### src/rtl/sprite_arb_pkg.sv
// Shared defaults and types for the sprite ROM arbiter: the requester count,
// ROM geometry and the requester-index type.
package sprite_arb_pkg;

  localparam int N_REQ_DEF   = 4;
  localparam int ADDR_W_DEF  = 19;
  localparam int DATA_W_DEF  = 3;
  localparam int ROM_LAT_DEF = 1;

  localparam int REQ_IDX_W = (N_REQ_DEF > 1) ? $clog2(N_REQ_DEF) : 1;

  typedef logic [REQ_IDX_W-1:0] req_idx_t;

endpackage

### src/rtl/rr_priority_pick.sv
// Combinational round-robin pick: the first asserted request at or above ptr,
// wrapping to 0. Produces a one-hot grant, its index, and an any-grant flag.
module rr_priority_pick #(
  parameter int N_REQ = 4,
  parameter int IDX_W = 2
) (
  input  logic [N_REQ-1:0] req,
  input  logic [IDX_W-1:0] ptr,
  output logic [N_REQ-1:0] gnt,
  output logic [IDX_W-1:0] gnt_idx,
  output logic             any_gnt
);

  localparam logic [IDX_W:0] N_EXT = (IDX_W+1)'(N_REQ);

  logic [IDX_W:0]   sum;
  logic [IDX_W-1:0] cand;

  always_comb begin
    gnt     = '0;
    gnt_idx = '0;
    any_gnt = 1'b0;
    sum     = '0;
    cand    = '0;
    // Modular walk from ptr without a divider; ptr is always below N_REQ.
    for (int k = 0; k < N_REQ; k++) begin
      sum  = {1'b0, ptr} + (IDX_W+1)'(k);
      cand = (sum >= N_EXT) ? IDX_W'(sum - N_EXT) : IDX_W'(sum);
      if (!any_gnt && req[cand]) begin
        any_gnt   = 1'b1;
        gnt_idx   = cand;
        gnt[cand] = 1'b1;
      end
    end
  end

endmodule

### src/rtl/sprite_rom_arbiter.sv
// Round-robin arbiter sharing one sprite ROM between several requesters.
// One grant per cycle; a tag pipeline routes each ROM result back in grant order.
module sprite_rom_arbiter
  import sprite_arb_pkg::*;
#(
  parameter int N_REQ   = N_REQ_DEF,
  parameter int ADDR_W  = ADDR_W_DEF,
  parameter int DATA_W  = DATA_W_DEF,
  parameter int ROM_LAT = ROM_LAT_DEF
) (
  input  logic                    vga_clk,
  input  logic                    Reset,
  input  logic [N_REQ-1:0]        req,
  input  logic [N_REQ*ADDR_W-1:0] req_addr,
  output logic [N_REQ-1:0]        gnt,
  output logic [ADDR_W-1:0]       rom_address,
  input  logic [DATA_W-1:0]       rom_q,
  output logic [DATA_W-1:0]       rdata,
  output logic [N_REQ-1:0]        rvalid,
  output logic                    busy
);

  localparam int               IDX_W    = (N_REQ > 1) ? $clog2(N_REQ) : 1;
  localparam logic [IDX_W-1:0] LAST_IDX = IDX_W'(N_REQ - 1);

  logic [IDX_W-1:0]  ptr;
  logic [IDX_W-1:0]  gnt_idx;
  logic              any_gnt;
  logic [ADDR_W-1:0] sel_addr;
  logic [ROM_LAT-1:0] tag_vld_p;
  logic [IDX_W-1:0]  tag_idx_p [ROM_LAT];

  function automatic logic [N_REQ-1:0] idx_onehot(input logic [IDX_W-1:0] idx);
    idx_onehot      = '0;
    idx_onehot[idx] = 1'b1;
  endfunction

  rr_priority_pick #(
    .N_REQ (N_REQ),
    .IDX_W (IDX_W)
  ) u_pick (
    .req     (req),
    .ptr     (ptr),
    .gnt     (gnt),
    .gnt_idx (gnt_idx),
    .any_gnt (any_gnt)
  );

  always_comb begin
    sel_addr = '0;
    for (int i = 0; i < N_REQ; i++) begin
      if (gnt[i]) sel_addr = req_addr[i*ADDR_W +: ADDR_W];
    end
  end

  // Grant stage: advance the round-robin pointer and launch the ROM address
  always_ff @(posedge vga_clk or posedge Reset) begin
    if (Reset) begin
      ptr         <= '0;
      rom_address <= '0;
    end else if (any_gnt) begin
      ptr         <= (gnt_idx == LAST_IDX) ? '0 : gnt_idx + 1'b1;
      rom_address <= sel_addr;
    end
  end

  // Tag stages p0..p(ROM_LAT-1): follow the ROM read latency
  always_ff @(posedge vga_clk or posedge Reset) begin
    if (Reset) begin
      tag_vld_p <= '0;
      for (int k = 0; k < ROM_LAT; k++) tag_idx_p[k] <= '0;
    end else begin
      tag_vld_p[0] <= any_gnt;
      tag_idx_p[0] <= gnt_idx;
      for (int k = 1; k < ROM_LAT; k++) begin
        tag_vld_p[k] <= tag_vld_p[k-1];
        tag_idx_p[k] <= tag_idx_p[k-1];
      end
    end
  end

  // Return stage: capture ROM data against the oldest tag
  always_ff @(posedge vga_clk or posedge Reset) begin
    if (Reset) begin
      rdata  <= '0;
      rvalid <= '0;
    end else begin
      rvalid <= '0;
      if (tag_vld_p[ROM_LAT-1]) begin
        rvalid <= idx_onehot(tag_idx_p[ROM_LAT-1]);
        rdata  <= rom_q;
      end
    end
  end

  assign busy = (|req) | (|tag_vld_p);

endmodule

### config.mk
export PLATFORM = sky130hd
export DESIGN_NAME = sprite_rom_arbiter
export DESIGN_NICKNAME = d
export VERILOG_FILES = /design/src/rtl/sprite_arb_pkg.sv /design/src/rtl/rr_priority_pick.sv /design/src/rtl/sprite_rom_arbiter.sv
export SDC_FILE = /design/constraint.sdc
export NUM_CORES = 1
export LEC_CHECK = 0
export CORE_MARGIN = 2
export CORE_UTILIZATION = 43
export DETAILED_ROUTE_END_ITERATION = 16
export PLACE_DENSITY = 0.87
export SLEW_MARGIN = 20
export SYNTH_ARGS = -nofsm -noshare
export SYNTH_HDL_FRONTEND = slang
export SYNTH_SLANG_ARGS = --single-unit
### constraint.sdc
create_clock -name vga_clk -period 9.2 [get_ports vga_clk]
set_input_delay 2.3 -clock vga_clk [delete_from_list [all_inputs] [get_ports vga_clk]]
set_output_delay 2.3 -clock vga_clk [all_outputs]
set_load 0.01 [all_outputs]
==> metrics.yaml, run 1 <==
timing:
  setup_viol: 0
  timing.fmax_ghz: 0.1369
  fin_crit_ns: 7.307
  hold_viol_final: 0
  timing.final.crit_share: 0.7942
  rsz0062_at_grt: "false"
  fin_setup_tns_ns: 0
  max-slew-margin-rel: 0.4243
  skew_ns: 0.003986
  drv_slew: 0
  max_slew.worst_pin.slew_ns: 0.8636
outcome:
  status: "finished, final reports clean"
worst_setup_path:
  worstSetupPathType: "in2out"
  path_cells: "clkdlybuf4s50_1 -> mux2i_1 -> mux2i_1 -> a221oi_1 -> a21oi_1 -> a21oi_2 -> buf_4 -> inv_1 -> clkdlybuf4s50_1"
  slowest_delay_ns: 0.67
  crit_family: "buffers and inverters"
  start_kind: "input port"
  crit_buf_inv: 4
  arrival_ns: 5.01
  crit_path_end_kind: "output port"
  critPathSlowestCell: "clkdlybuf4s50_1"
  required_ns: 6.90
  regToRegSetupSlack_ns: 4.95
  critPathMaxFanout: 20
detailed_routing:
  drt_iter0_markers: 93
  drt_wl_total_mm: 6.219
  first_pass_iters: 4
  wl_per_cell_um: 15.47
  post_drt_via_cell_ratio: 5.396
  drc: 0
  vias: 2169
  ant_nets: 0
die:
  top_level_ports: 116
  dieArea_um2: 5599
  initial_core_util: 0.4507
  die-width_um: 74.83
  row_count: 25
  die_h_um: 74.83
  core_area_um2: 4786
global_route:
  grt_pass1_vias: 1964
  antenna_found_initial: 0
  grt.total_usage: 0.2212
  grt_max_degree: 32
  grt_overflow: 0
  grt_first_pass_wirelength_mm: 9.411
yosys:
  ys_types: 40
  syn-num-nets: 321
  synth_xor_area_frac: 0.004060
  ys.flop_type: "dfrtp_1"
  syn_inst: 229
  avgSynthCellArea_um2: 9.420
  synth_warnings: 0
  synthAdderAreaFrac: 0.04060
  synth.area.mux_share: 0.06497
  synth_top_family_by_area: "compound AO/OA/AOI/OAI gates"
  ys_seq_area_frac: 0.3596
  synth_simple_gate_area_share: 0.1125
  synth_compound_gate_area_share: 0.3213
  synthesis.area_um2: 2157
  ys_seq_elements: 31
  async_flop_share: 1.000
  synth_edf_count: 0
clock_network:
  cts_resized: 0
  clockRootBuffer: "clkbuf_8"
  clock-sinks: 31
  clkTransAtPathRegs_ns: 0.06
  cts-buffers-inserted: 5
  cts_tree: "done"
  cts.path.max_buffers: 2
  cts_setup_buffers: 0
  htree_levels: 2
  cts_hold_buf: 0
  clock_latency_ns: 0.28
cells_and_area:
  fin_cells: 402
  drive_above_1_share: 0.1134
  synthToLayoutAreaGrowth_pct: 58.47
  num_antenna_cells: 0
  nNetsFinal: 426
power:
  cellLeakagePower_nw: 1.410
  ir_drop_mv: 0.2928
  powerDensity_nw_per_um2: 347.8
hold_path:
  hp-class: "reg2reg"
placed_design:
  dp_hpwl_mm: 4.512
  place_congestion: 0.8161
  dp.cells: 394
  port_buffers: 115
run:
  maxCapViolations: 0
[placed cells by master (no fill, tap or decap), types with 2 or more instances in the layout]
cell             instances
nor3_1                   3
mux4_2                   2
ha_1                     7
nor3b_1                  2
o221a_1                 10
nor4_1                   2
and2_1                   2
a221oi_1                 2
inv_1                   29
clkbuf_8                 7
mux2i_1                  5
nand2b_1                 6
clkdlybuf4s50_1        115
mux2_2                   4
o21ai_0                 15
nand2_1                 24
a221o_1                  2
buf_4                    3
o21ai_2                 10
o221a_2                  9
a21oi_1                  7
dfrtp_1                 31
o22a_1                  19
[layer usage]
metal / GRT usage / vias to the layer above / part of all wire
met4: 0.05357 / 0 / 0.0072
met1: 0.2933 / 999 / 0.43
met2: 0.3519 / 116 / 0.46
li1: - / 1046 / -
met5: 0 / - / 0
met3: 0.07363 / 8 / 0.097
[report_power, final]
part           switching (W)  internal [W]
logic               0.000398      0.000416
clock network      0.0000490     0.0000682
registers          0.0000515      0.000206
total               0.000499      0.000690
[synthesized netlist by cell type, types with 2 or more instances]
library cell   n  area share
o21ai_0       15       0.035
nor4_1         2      0.0058
a221o_1        2      0.0093
clkbuf_1      10       0.017
nand2_1       24       0.042
dfrtp_1       31        0.36
and2_1         2      0.0058
nand2b_1       6       0.017
inv_1         29       0.050
buf_6          2       0.010
nor3b_1        2      0.0070
ha_1           7       0.041
a221oi_1       2      0.0081
mux2i_1        5       0.023
o221a_1       10       0.052
nor3_1         3      0.0070
mux4_2         2       0.021
o221a_2        9       0.047
o22a_1        19       0.077
o21ai_2       10       0.041
mux2_2         4       0.021
a21oi_1        8       0.019
buf_2          8       0.019
[kinds of logic (layout without fill, tap and decap cells)]
logic type | after synthesis | in the layout
adder cells (fa/ha/maj) | 7 | 7
XOR/XNOR | 1 | 1
AO/OA/AOI/OAI | 83 | 83
AND/OR/NAND/NOR | 47 | 47
flip-flops | 31 | 31
buffers and inverters | 49 | 155
multiplexers | 11 | 11
[metrics by stage]
step | util | worst slack (ns) | hold slack [ns] | instance area [µm²] | total power, W
2_1_floorplan | - | 2.960 | 0.4286 | 2157 | 0.0008018
3_3_place_gp | 0.6933 | 2.016 | 0.4484 | 3318 | 0.001054
3_5_place_dp | 0.6933 | 1.914 | 0.4600 | 3318 | 0.001075
4_1_cts | 0.7142 | 1.909 | 0.4655 | 3418 | 0.001197
5_1_grt | 0.7142 | 1.658 | 0.5176 | 3418 | 0.001272
6_report | 0.7142 | 1.893 | 0.4630 | 3418 | 0.001189
[final timing paths]
kind	to	from	cells after the start
worst max-delay path	gnt[3]	req[3]	9
worst min-delay path	rvalid[1]$_DFF_PP0_	tag_idx_p[1]$_DFF_PP0_	1
worst max register to register	rom_address[7]$_DFFE_PP0P_	flop	10
worst min register to register	rvalid[1]$_DFF_PP0_	tag_idx_p[1]$_DFF_PP0_	1
max in group asynchronous	rom_address[8]$_DFFE_PP0P_	Reset	3
min in group asynchronous	rdata[2]$_DFFE_PP0P_	Reset	3
[worst reg2reg max path, stage by stage (launching register included)]
cell	delay (ns)
dfrtp_1	0.72
inv_1	0.23
ha_1	0.58
mux4_2	0.67
nor2b_4	0.18
a221o_1	0.17
a32o_1	0.12
buf_4	0.25
or2_1	0.69
o21ai_0	0.23
o221a_2	0.28
[layout make-up]
type	count	area, µm²
fillers	378	1368
clock buffers	8	100.1
well taps	67	83.83
flip-flops and latches	31	775.7
multi-input cells	149	1176
inverters	29	108.9
repair buffers	118	1174
[flip-flops by register name, indices dropped and copies added, names as in the netlist, named ones only]
register	count
ptr	1
rdata	3
rom_address	19
rvalid	4
tag_idx_p	2
tag_vld_p	1
Note: power is estimated with default switching activity, not from simulation.
==> run 2: changes to the inputs <==
--- a/config.mk
+++ b/config.mk
@@ -6,9 +6,9 @@
 export NUM_CORES = 1
 export LEC_CHECK = 0
 export CORE_MARGIN = 2
-export CORE_UTILIZATION = 43
+export CORE_UTILIZATION = 36
 export DETAILED_ROUTE_END_ITERATION = 16
-export PLACE_DENSITY = 0.87
+export PLACE_DENSITY = 0.78
 export SLEW_MARGIN = 20
 export SYNTH_ARGS = -nofsm -noshare
 export SYNTH_HDL_FRONTEND = slang
==> constraint.sdc (replaced) <==
create_clock -name vga_clk -period 6.4 [get_ports vga_clk]
set_input_delay 1.6 -clock vga_clk [delete_from_list [all_inputs] [get_ports vga_clk]]
set_output_delay 1.6 -clock vga_clk [all_outputs]
set_load 0.01 [all_outputs]
==> run 2 against run 1 <==
Compared with the run above:
- first-iteration DRC count fell by 2.2%
- die area up 18%
- flip-flop and latch count unchanged
- sequential power up 44%
- critical path depth down 1
- setup slack worse by 1.2 ns
- hold slack better by 0.016 ns
- critical path type unchanged
- largest power group unchanged
==> metrics.yaml, run 2 (synthesized netlist as in run 1, its figures left out) <==
placed_design:
  place_congestion: 0.8620  # +5.6%
  dp.cells: 404  # +2.5%
  port_buffers: 115  # unchanged
  dp_hpwl_mm: 4.612  # +2.2%
clock_network:
  cts_hold_buf: 0  # unchanged
  cts_setup_buffers: 0  # unchanged
  clock_latency_ns: 0.27  # about the same
  clock-sinks: 31  # unchanged
  cts.path.max_buffers: 2  # unchanged
  clockRootBuffer: "clkbuf_8"
  cts_tree: "done"
  htree_levels: 2  # unchanged
  cts-buffers-inserted: 5  # unchanged
  cts_resized: 0  # unchanged
  clkTransAtPathRegs_ns: 0.07  # about the same
timing:
  rsz0062_at_grt: "false"
  fin_setup_tns_ns: 0  # unchanged
  skew_ns: 0.005078  # +0.001092 ns
  fin_crit_ns: 5.713
  hold_viol_final: 0  # unchanged
  max_slew.worst_pin.slew_ns: 0.8913  # +0.02763 ns
  timing.fmax_ghz: 0.1750
  drv_slew: 0  # unchanged
  setup_viol: 0  # unchanged
  timing.final.crit_share: 0.8927
  max-slew-margin-rel: 0.4058  # -0.01842
power:
  powerDensity_nw_per_um2: 506.6  # +46%
  cellLeakagePower_nw: 1.420  # +0.70%
  ir_drop_mv: 0.3449  # +18%
cells_and_area:
  drive_above_1_share: 0.1187  # +0.005262
  final_cell_mix: "clkdlybuf4s50_1 (115), dfrtp_1 (31), inv_1 (29), nand2_1 (24), o22a_1 (19)"
  synthToLayoutAreaGrowth_pct: 59.63
  regMostFlops: "rom_address"
  top_regs: "rom_address: 19 flops, rvalid: 4 flops, rdata: 3 flops"
  num_antenna_cells: 0  # unchanged
  nNetsFinal: 428  # +0.47%
  largest_reg_flops: 19  # unchanged
  fin_cells: 412  # +2.5%
  final_common_cell: "clkdlybuf4s50_1"
detailed_routing:
  drt_wl_total_mm: 6.544  # +5.2%
  vias: 2172  # +0.14%
  post_drt_via_cell_ratio: 5.272  # -2.3%
  drt_iter0_markers: 91  # -2.2%
  drc: 0  # unchanged
  first_pass_iters: 4  # unchanged
  ant_nets: 0  # unchanged
  wl_per_cell_um: 15.88  # +2.7%
die:
  initial_core_util: 0.3687  # -0.08203
  die_h_um: 81.41  # +8.8%
  top_level_ports: 116  # unchanged
  core_area_um2: 5851  # +22%
  row_count: 28  # +12%
  die-width_um: 81.41  # +8.8%
  dieArea_um2: 6627  # +18%
worst_setup_path:
  critPathSlowestCell: "clkdlybuf4s50_1"
  crit_path_end_kind: "output port"
  arrival_ns: 4.11  # -0.90 ns
  crit_family: "buffers and inverters"
  crit_buf_inv: 3  # -1
  start_kind: "input port"
  required_ns: 4.80  # -2.10 ns
  path_cells: "clkdlybuf4s50_1 -> mux2i_1 -> mux2i_1 -> a221oi_1 -> a21oi_1 -> a21oi_2 -> inv_1 -> clkdlybuf4s50_1"
  slowest_delay_ns: 0.70  # +0.03 ns
  regToRegSetupSlack_ns: 2.11  # -2.84 ns
  crit_path_start: "req[0]"
  reg2reg_depth: 11  # +1
  critPathMaxFanout: 12  # -40%
  worstSetupPathType: "in2out"
  timing.rr.end: "rom_address[17]$_DFFE_PP0P_"
global_route:
  grt_first_pass_wirelength_mm: 9.984  # +6.1%
  grt_pass1_vias: 2100  # +6.9%
  grt_overflow: 0  # unchanged
  grt.total_usage: 0.1983  # -0.02292
  grt_max_degree: 32  # unchanged
  antenna_found_initial: 0  # unchanged
hold_path:
  hold_start: "tag_idx_p[0]$_DFF_PP0_"
  hp-class: "reg2reg"
  hold_depth: 1  # unchanged
  holdPathEnd: "rvalid[0]$_DFF_PP0_"
outcome:
  status: "finished, final reports clean"
run:
  maxCapViolations: 0  # unchanged
[run 2: cell type report]
cell class,instances,area [µm²]
Fill cell,519,2407
Clock buffer,8,100.1
Multi-Input combinational cell,149,1176
Sequential cell,31,775.7
Tap cell,75,93.84
Inverter,29,108.9
Timing Repair Buffer,120,1189
[run 2: worst max-delay path by stage]
stage          depth (start not counted)  slack, ns  endpoint
5_1_grt                                8       0.50    gnt[3]
3_3_place_gp                           8       0.80    gnt[2]
6_report                               8       0.69    gnt[3]
4_1_cts                                8       0.72    gnt[3]
2_1_floorplan                          7       1.56    gnt[3]
3_5_place_dp                           8       0.73    gnt[3]
[run 2: routing by layer]
layer  up-vias  track usage  share of wire
met1       998       0.2309           0.38
met3        10      0.06444           0.12
li1       1047            -              -
met5         -            0              0
met2       117       0.3459           0.48
met4         0      0.05763          0.015
[run 2: through the flow]
stage / power, W / hold slack [ns] / cell area [µm²] / setup slack, ns / utilization
6_report: 0.001744 / 0.4791 / 3443 / 0.6867 / 0.5885
5_1_grt: 0.001880 / 0.4949 / 3443 / 0.4975 / 0.5885
4_1_cts: 0.001764 / 0.4791 / 3443 / 0.7173 / 0.5885
3_5_place_dp: 0.001584 / 0.4665 / 3343 / 0.7289 / 0.5714
3_3_place_gp: 0.001552 / 0.4511 / 3343 / 0.8050 / 0.5714
2_1_floorplan: 0.001153 / 0.4286 / 2157 / 1.560 / -
[run 2: power by group]
part | switching, W | internal (W)
Combinational | 0.000602 | 0.000605
Sequential | 0.0000741 | 0.000296
Clock | 0.0000697 | 0.0000981
Total | 0.000746 | 0.000999
==> edit 1: new RTL, settings of run 2 <==
`DATA_W_DEF`: 3 -> 5.
--- a/src/rtl/sprite_arb_pkg.sv
+++ b/src/rtl/sprite_arb_pkg.sv
@@ -4,7 +4,7 @@
 
   localparam int N_REQ_DEF   = 4;
   localparam int ADDR_W_DEF  = 19;
-  localparam int DATA_W_DEF  = 3;
+  localparam int DATA_W_DEF  = 5;
   localparam int ROM_LAT_DEF = 1;
 
   localparam int REQ_IDX_W = (N_REQ_DEF > 1) ? $clog2(N_REQ_DEF) : 1;
Ports: changed (resized rdata and rom_q); port bits go from 116 to 120. No check against the original RTL was run, so the function may have changed too.
==> edit 1 against run 2 <==
  * Total power fell by 0.35%
  * Sequential share of layout area barely moved
  * Setup slack got worse by 0.16 ns
  * Cell area rose by 6.6%
  * Clock power fell by 14%
  * Sequential cell count rose by 2
  * Wire length rose by 3.2%
  * Fmax fell by 2.7%
  * Synthesized area rose by 13%
  * Critical path type unchanged
  * Largest cell class unchanged
==> edit 1: results (changes against run 2) <==
setup_path:
  regToRegSetupSlack_ns: 2.81  # +0.70 ns
  path_max_fanout: 20  # +8
  timing.critical_path.slowest_cell_delay_ns: 0.68  # -0.02 ns
  worst-endpoint-arrival_ns: 4.27  # +0.16 ns
clock_network:
  clk_pin_slew_worst_paths_ns: 0.06
  htree_num_levels: 2  # unchanged
final_layout:
  layout_cell_share_with_drive_strength_beyond_1: 0.0783  # -0.0404
  largestRegisters: "rom_address: 19 flops, rdata: 5 flops, rvalid: 4 flops"
  finalNetCount: 476  # +11%
  layout.cells.non_filler: 463  # +12%
synth:
  seq_area_frac_synth: 0.338  # -0.0213
  post_synthesis_net_count: 366  # +14%
  synthDistinctLibCells: 49  # +23%
  synth.avg_cell_area_um2: 8.97  # -4.7%
  ys_warn_count: 0  # unchanged
  synth_top_flop_cell: "dfrtp_1"
  post_synth_most_frequent_cells: "inv_1, dfrtp_1, a21oi_1"
  synth_area_leaders: "dfrtp_1, inv_1, o221a_1, buf_6, a21oi_1"
detailed_routing:
  drt_first_pass_iters: 4  # unchanged
  detail_route.iter0.violations: 77  # -15%
  drt-total-wl_um: 6750  # +3.2%
  routed_via_density: 5.11  # -3.0%
global_route:
  grt_first_pass_wirelength_um: 10300  # +3.1%
  first_global_vias: 2195  # +4.5%
  grt_use_total: 0.174  # -0.0247
  grt_max_degree: 34  # +6.3%
sta:
  slew_headroom: 0.548  # +0.142
  timing.clock.skew_ns: 0.00267  # -0.00241 ns
power_and_ir_drop:
  cellLeakagePower_nw: 1.68  # +18%
  cellInternalPower_mw: 1.00  # +0.50%
  power.ir.vdd_worst_mv: 0.485  # +41%
placement:
  gp_congestion: 0.843  # -2.3%
  port-buffer-count: 119  # +3.5%
  detailed_place_hpwl_um: 5050  # +9.5%
outcome:
  status: "finished clean"
[edit 1: cell count changes after synthesis, sizes merged, moves of 16 or more]
cell,delta
o22a,-19
o22ai,+19
nand2,-16
nor2,+21
o21ai,-21
inv,+36
[edit 1: per-stage QoR]
step	worst slack, ns	hold slack, ns	utilization	cell area [um^2]	power [mW]
floorplan	1.69	0.429	-	2440	1.25
global placement	0.596	0.451	0.538	3590	1.56
detailed placement	0.552	0.457	0.538	3590	1.60
CTS	0.538	0.466	0.550	3670	1.75
global route	0.409	0.486	0.550	3670	1.86
finish	0.530	0.465	0.550	3670	1.74
[edit 1: final timing paths]
kind | endpoint | cells after the start | start
max in group asynchronous | rom_address[3]$_DFFE_PP0P_ | 3 | Reset
worst min register to register | rvalid[2]$_DFF_PP0_ | 1 | tag_idx_p[0]$_DFF_PP0_
worst min-delay path | rvalid[2]$_DFF_PP0_ | 1 | tag_idx_p[0]$_DFF_PP0_
worst max register to register | rom_address[7]$_DFFE_PP0P_ | 9 | register
min in group asynchronous | rdata[4]$_DFFE_PP0P_ | 3 | Reset
worst max-delay path | gnt[1] | 7 | req[2]
[edit 1: final cells by class]
class                           count  area (um^2)
Clock buffer                        8         80.1
Fill cell                         607         3010
Inverter                           65          244
Multi-Input combinational cell    155         1210
Sequential cell                    33          826
Tap cell                           80          100
Timing Repair Buffer              122         1210
[edit 1: power groups by stage]
| stage | clock [mW] | sequential (mW) | combinational, mW |
|---|---|---|---|
| global placement | 0 | 0.383 | 1.18 |
| floorplan | 0 | 0.402 | 0.851 |
| finish | 0.145 | 0.386 | 1.21 |
| CTS | 0.151 | 0.386 | 1.21 |
| detailed placement | 0 | 0.389 | 1.21 |
| global route | 0.162 | 0.398 | 1.30 |
[edit 1: metal layers]
metal	track usage	share of wire
met1	0.227	0.43
met2	0.287	0.48
met3	0.0343	0.081
met4	0.0582	0.011
met5	0	0
[edit 1: kinds of logic (layout without fill, tap and decap cells)]
| kind of cell | count (synthesis) | after routing | share of synthesized area |
|---|---|---|---|
| buffers and inverters | 84 | 195 | 0.167 |
| AOI/OAI and AO/OA | 83 | 83 | 0.277 |
| and+or+nand+nor | 53 | 53 | 0.116 |
| DFF | 33 | 33 | 0.338 |
| muxes | 11 | 11 | 0.0630 |
| adders and majority gates | 7 | 7 | 0.0359 |
| xor gates and xnor gates | 1 | 1 | 0.00359 |
[edit 1: worst reg2reg max path, cell delays in order, from the launching register on]
cell,delay [ns]
dfrtp_1,0.67
inv_1,0.26
ha_1,0.54
mux4_2,0.66
nor2b_1,0.18
nor3_1,0.38
a211o_1,0.24
buf_4,0.28
a21oi_1,0.12
o221a_1,0.13
==> edit 2: new RTL, config.mk and constraints of run 2 <==
Made on the original files. Make the reset (`Reset`) synchronous in 3 clocked blocks.
--- a/src/rtl/sprite_rom_arbiter.sv
+++ b/src/rtl/sprite_rom_arbiter.sv
@@ -54,7 +54,7 @@
   end
 
   // Grant stage: advance the round-robin pointer and launch the ROM address
-  always_ff @(posedge vga_clk or posedge Reset) begin
+  always_ff @(posedge vga_clk) begin
     if (Reset) begin
       ptr         <= '0;
       rom_address <= '0;
@@ -65,7 +65,7 @@
   end
 
   // Tag stages p0..p(ROM_LAT-1): follow the ROM read latency
-  always_ff @(posedge vga_clk or posedge Reset) begin
+  always_ff @(posedge vga_clk) begin
     if (Reset) begin
       tag_vld_p <= '0;
       for (int k = 0; k < ROM_LAT; k++) tag_idx_p[k] <= '0;
@@ -80,7 +80,7 @@
   end
 
   // Return stage: capture ROM data against the oldest tag
-  always_ff @(posedge vga_clk or posedge Reset) begin
+  always_ff @(posedge vga_clk) begin
     if (Reset) begin
       rdata  <= '0;
       rvalid <= '0;
Function: differs if Reset is asserted again (counterexample within 4 cycles, from zero or initial values and one cycle with Reset high); with Reset held inactive, the same outputs for 10 cycles.
==> edit 2 against run 2 <==
  * Total power fell by 11%
  * Sequential share of layout area shrank 6.3 points
  * Setup slack worse by 0.11 ns
  * Sequential power fell by 18%
  * Sequential cell count is the same
  * Synthesized area increased by 17%
  * Fmax shrank 2.0%
  * Synthesized cell count grew 31%
  * Cell area is 11% higher
  * Wire length grew 29%
  * Critical path type unchanged
==> edit 2: results (changes against run 2) <==
power_and_ir_drop:
  powerClk_uw: 157  # -7%
  cellLeakagePower_nw: 1.44  # +1.4%
  power.ir.vdd_worst_mv: 0.216  # -38%
  power_attributed_to_combinational_cells_mw: 1.09  # -9.9%
  power.switching_uw: 697  # -6.5%
sta:
  slew_headroom: 0.359  # -0.0469
  final.hold.worst_slack_ns: 0.462  # -0.0166 ns
final_layout:
  nonClockInverterCount: 6  # -79%
  clk_tree_area_frac: 0.0230  # -0.00610
  multiInputCombCellCount: 229  # +54%
  layout.buffer.nonclock.area_share: 0.320  # -0.0249
  final-seq-area_um2: 621  # -20%
  multi_input_combinational_cell_area_um2: 1740  # +48%
  layout_cell_share_with_drive_strength_beyond_1: 0.0980  # -0.0207
  clock_buffer_count: 6  # -2
  layout.cells.non_filler: 494  # +20%
  fill_cells: 622  # +20%
detailed_routing:
  routed_via_density: 5.76  # +9.3%
  detail_route.iter0.violations: 135  # +48%
  drt_first_pass_iters: 5  # +1
  drt-wirelength-per-cell_um: 17.0  # +7.2%
outcome:
  status: "finished clean"
setup_path:
  timing.critical_path.slowest_stage_cell: "mux4_2"
  timing.critical_path.slowest_cell_delay_ns: 0.67  # -0.03 ns
  regToRegSetupSlack_ns: 2.51  # +0.40 ns
  ff_to_ff_end: "rom_address[4]$_SDFFE_PP0P_"
  worst-endpoint-arrival_ns: 4.23  # +0.12 ns
global_route:
  grt_first_pass_wirelength_um: 13200  # +32%
  grt_use_total: 0.215  # +0.0171
  grt_max_degree: 39  # +22%
synth:
  synthArstFlopShare: 0  # -1.00
  post_synth_most_frequent_cells: "dfxtp_1, nand2_1, a21oi_1"
  postSynthCellCount: 300  # +31%
  synthDistinctLibCells: 41  # +2.5%
  synth_compound_area_frac: 0.460  # +0.138
  post_synthesis_net_count: 392  # +22%
  synth_adder_area_share: 0.0347  # -0.00590
  synth.avg_cell_area_um2: 8.41  # -11%
  synth_area_leaders: "dfxtp_1, o211a_1, a2111oi_0, a21boi_0, o21bai_1"
  synth.mux.area_fraction: 0.0640  # -0.00101
  seq_area_frac_synth: 0.246  # -0.114
placement:
  gp_congestion: 0.907  # +5.2%
  detailed_place_hpwl_um: 6000  # +30%
  detailedPlace.worstSlack_ns: 0.571  # -0.158 ns
  placed_area_um2: 3730  # +12%
worst_hold_path:
  min_from: "tag_idx_p[0][0]$_SDFF_PP0_"
  min_to: "rvalid[2]$_SDFF_PP0_"
edit 2: routing by layer:
| metal | GRT usage | wire, um | up-vias |
|---|---|---|---|
| li1 | - | - | 1337 |
| met2 | 0.366 | 4080 | 140 |
| met3 | 0.0481 | 652 | 14 |
| met1 | 0.271 | 3600 | 1356 |
| met4 | 0.0685 | 86 | 0 |
| met5 | 0 | 0 | - |
edit 2: worst max-delay path, delay by kind of cell:
kind	cells	cell delay (ns)
buffers and inverters	2	1.11
muxes	1	0.67
and+or+nand+nor	3	0.85
edit 2: how the worst max path moves through the flow:
stage | to | cells after the start | slack (ns) | from
2_1_floorplan | gnt[3] | 7 | 1.50 | req[2]
3_3_place_gp | gnt[3] | 6 | 0.61 | req[1]
3_5_place_dp | gnt[3] | 6 | 0.57 | req[1]
4_1_cts | gnt[3] | 6 | 0.57 | req[1]
5_1_grt | gnt[3] | 6 | 0.44 | req[2]
6_report | gnt[2] | 6 | 0.57 | req[3]
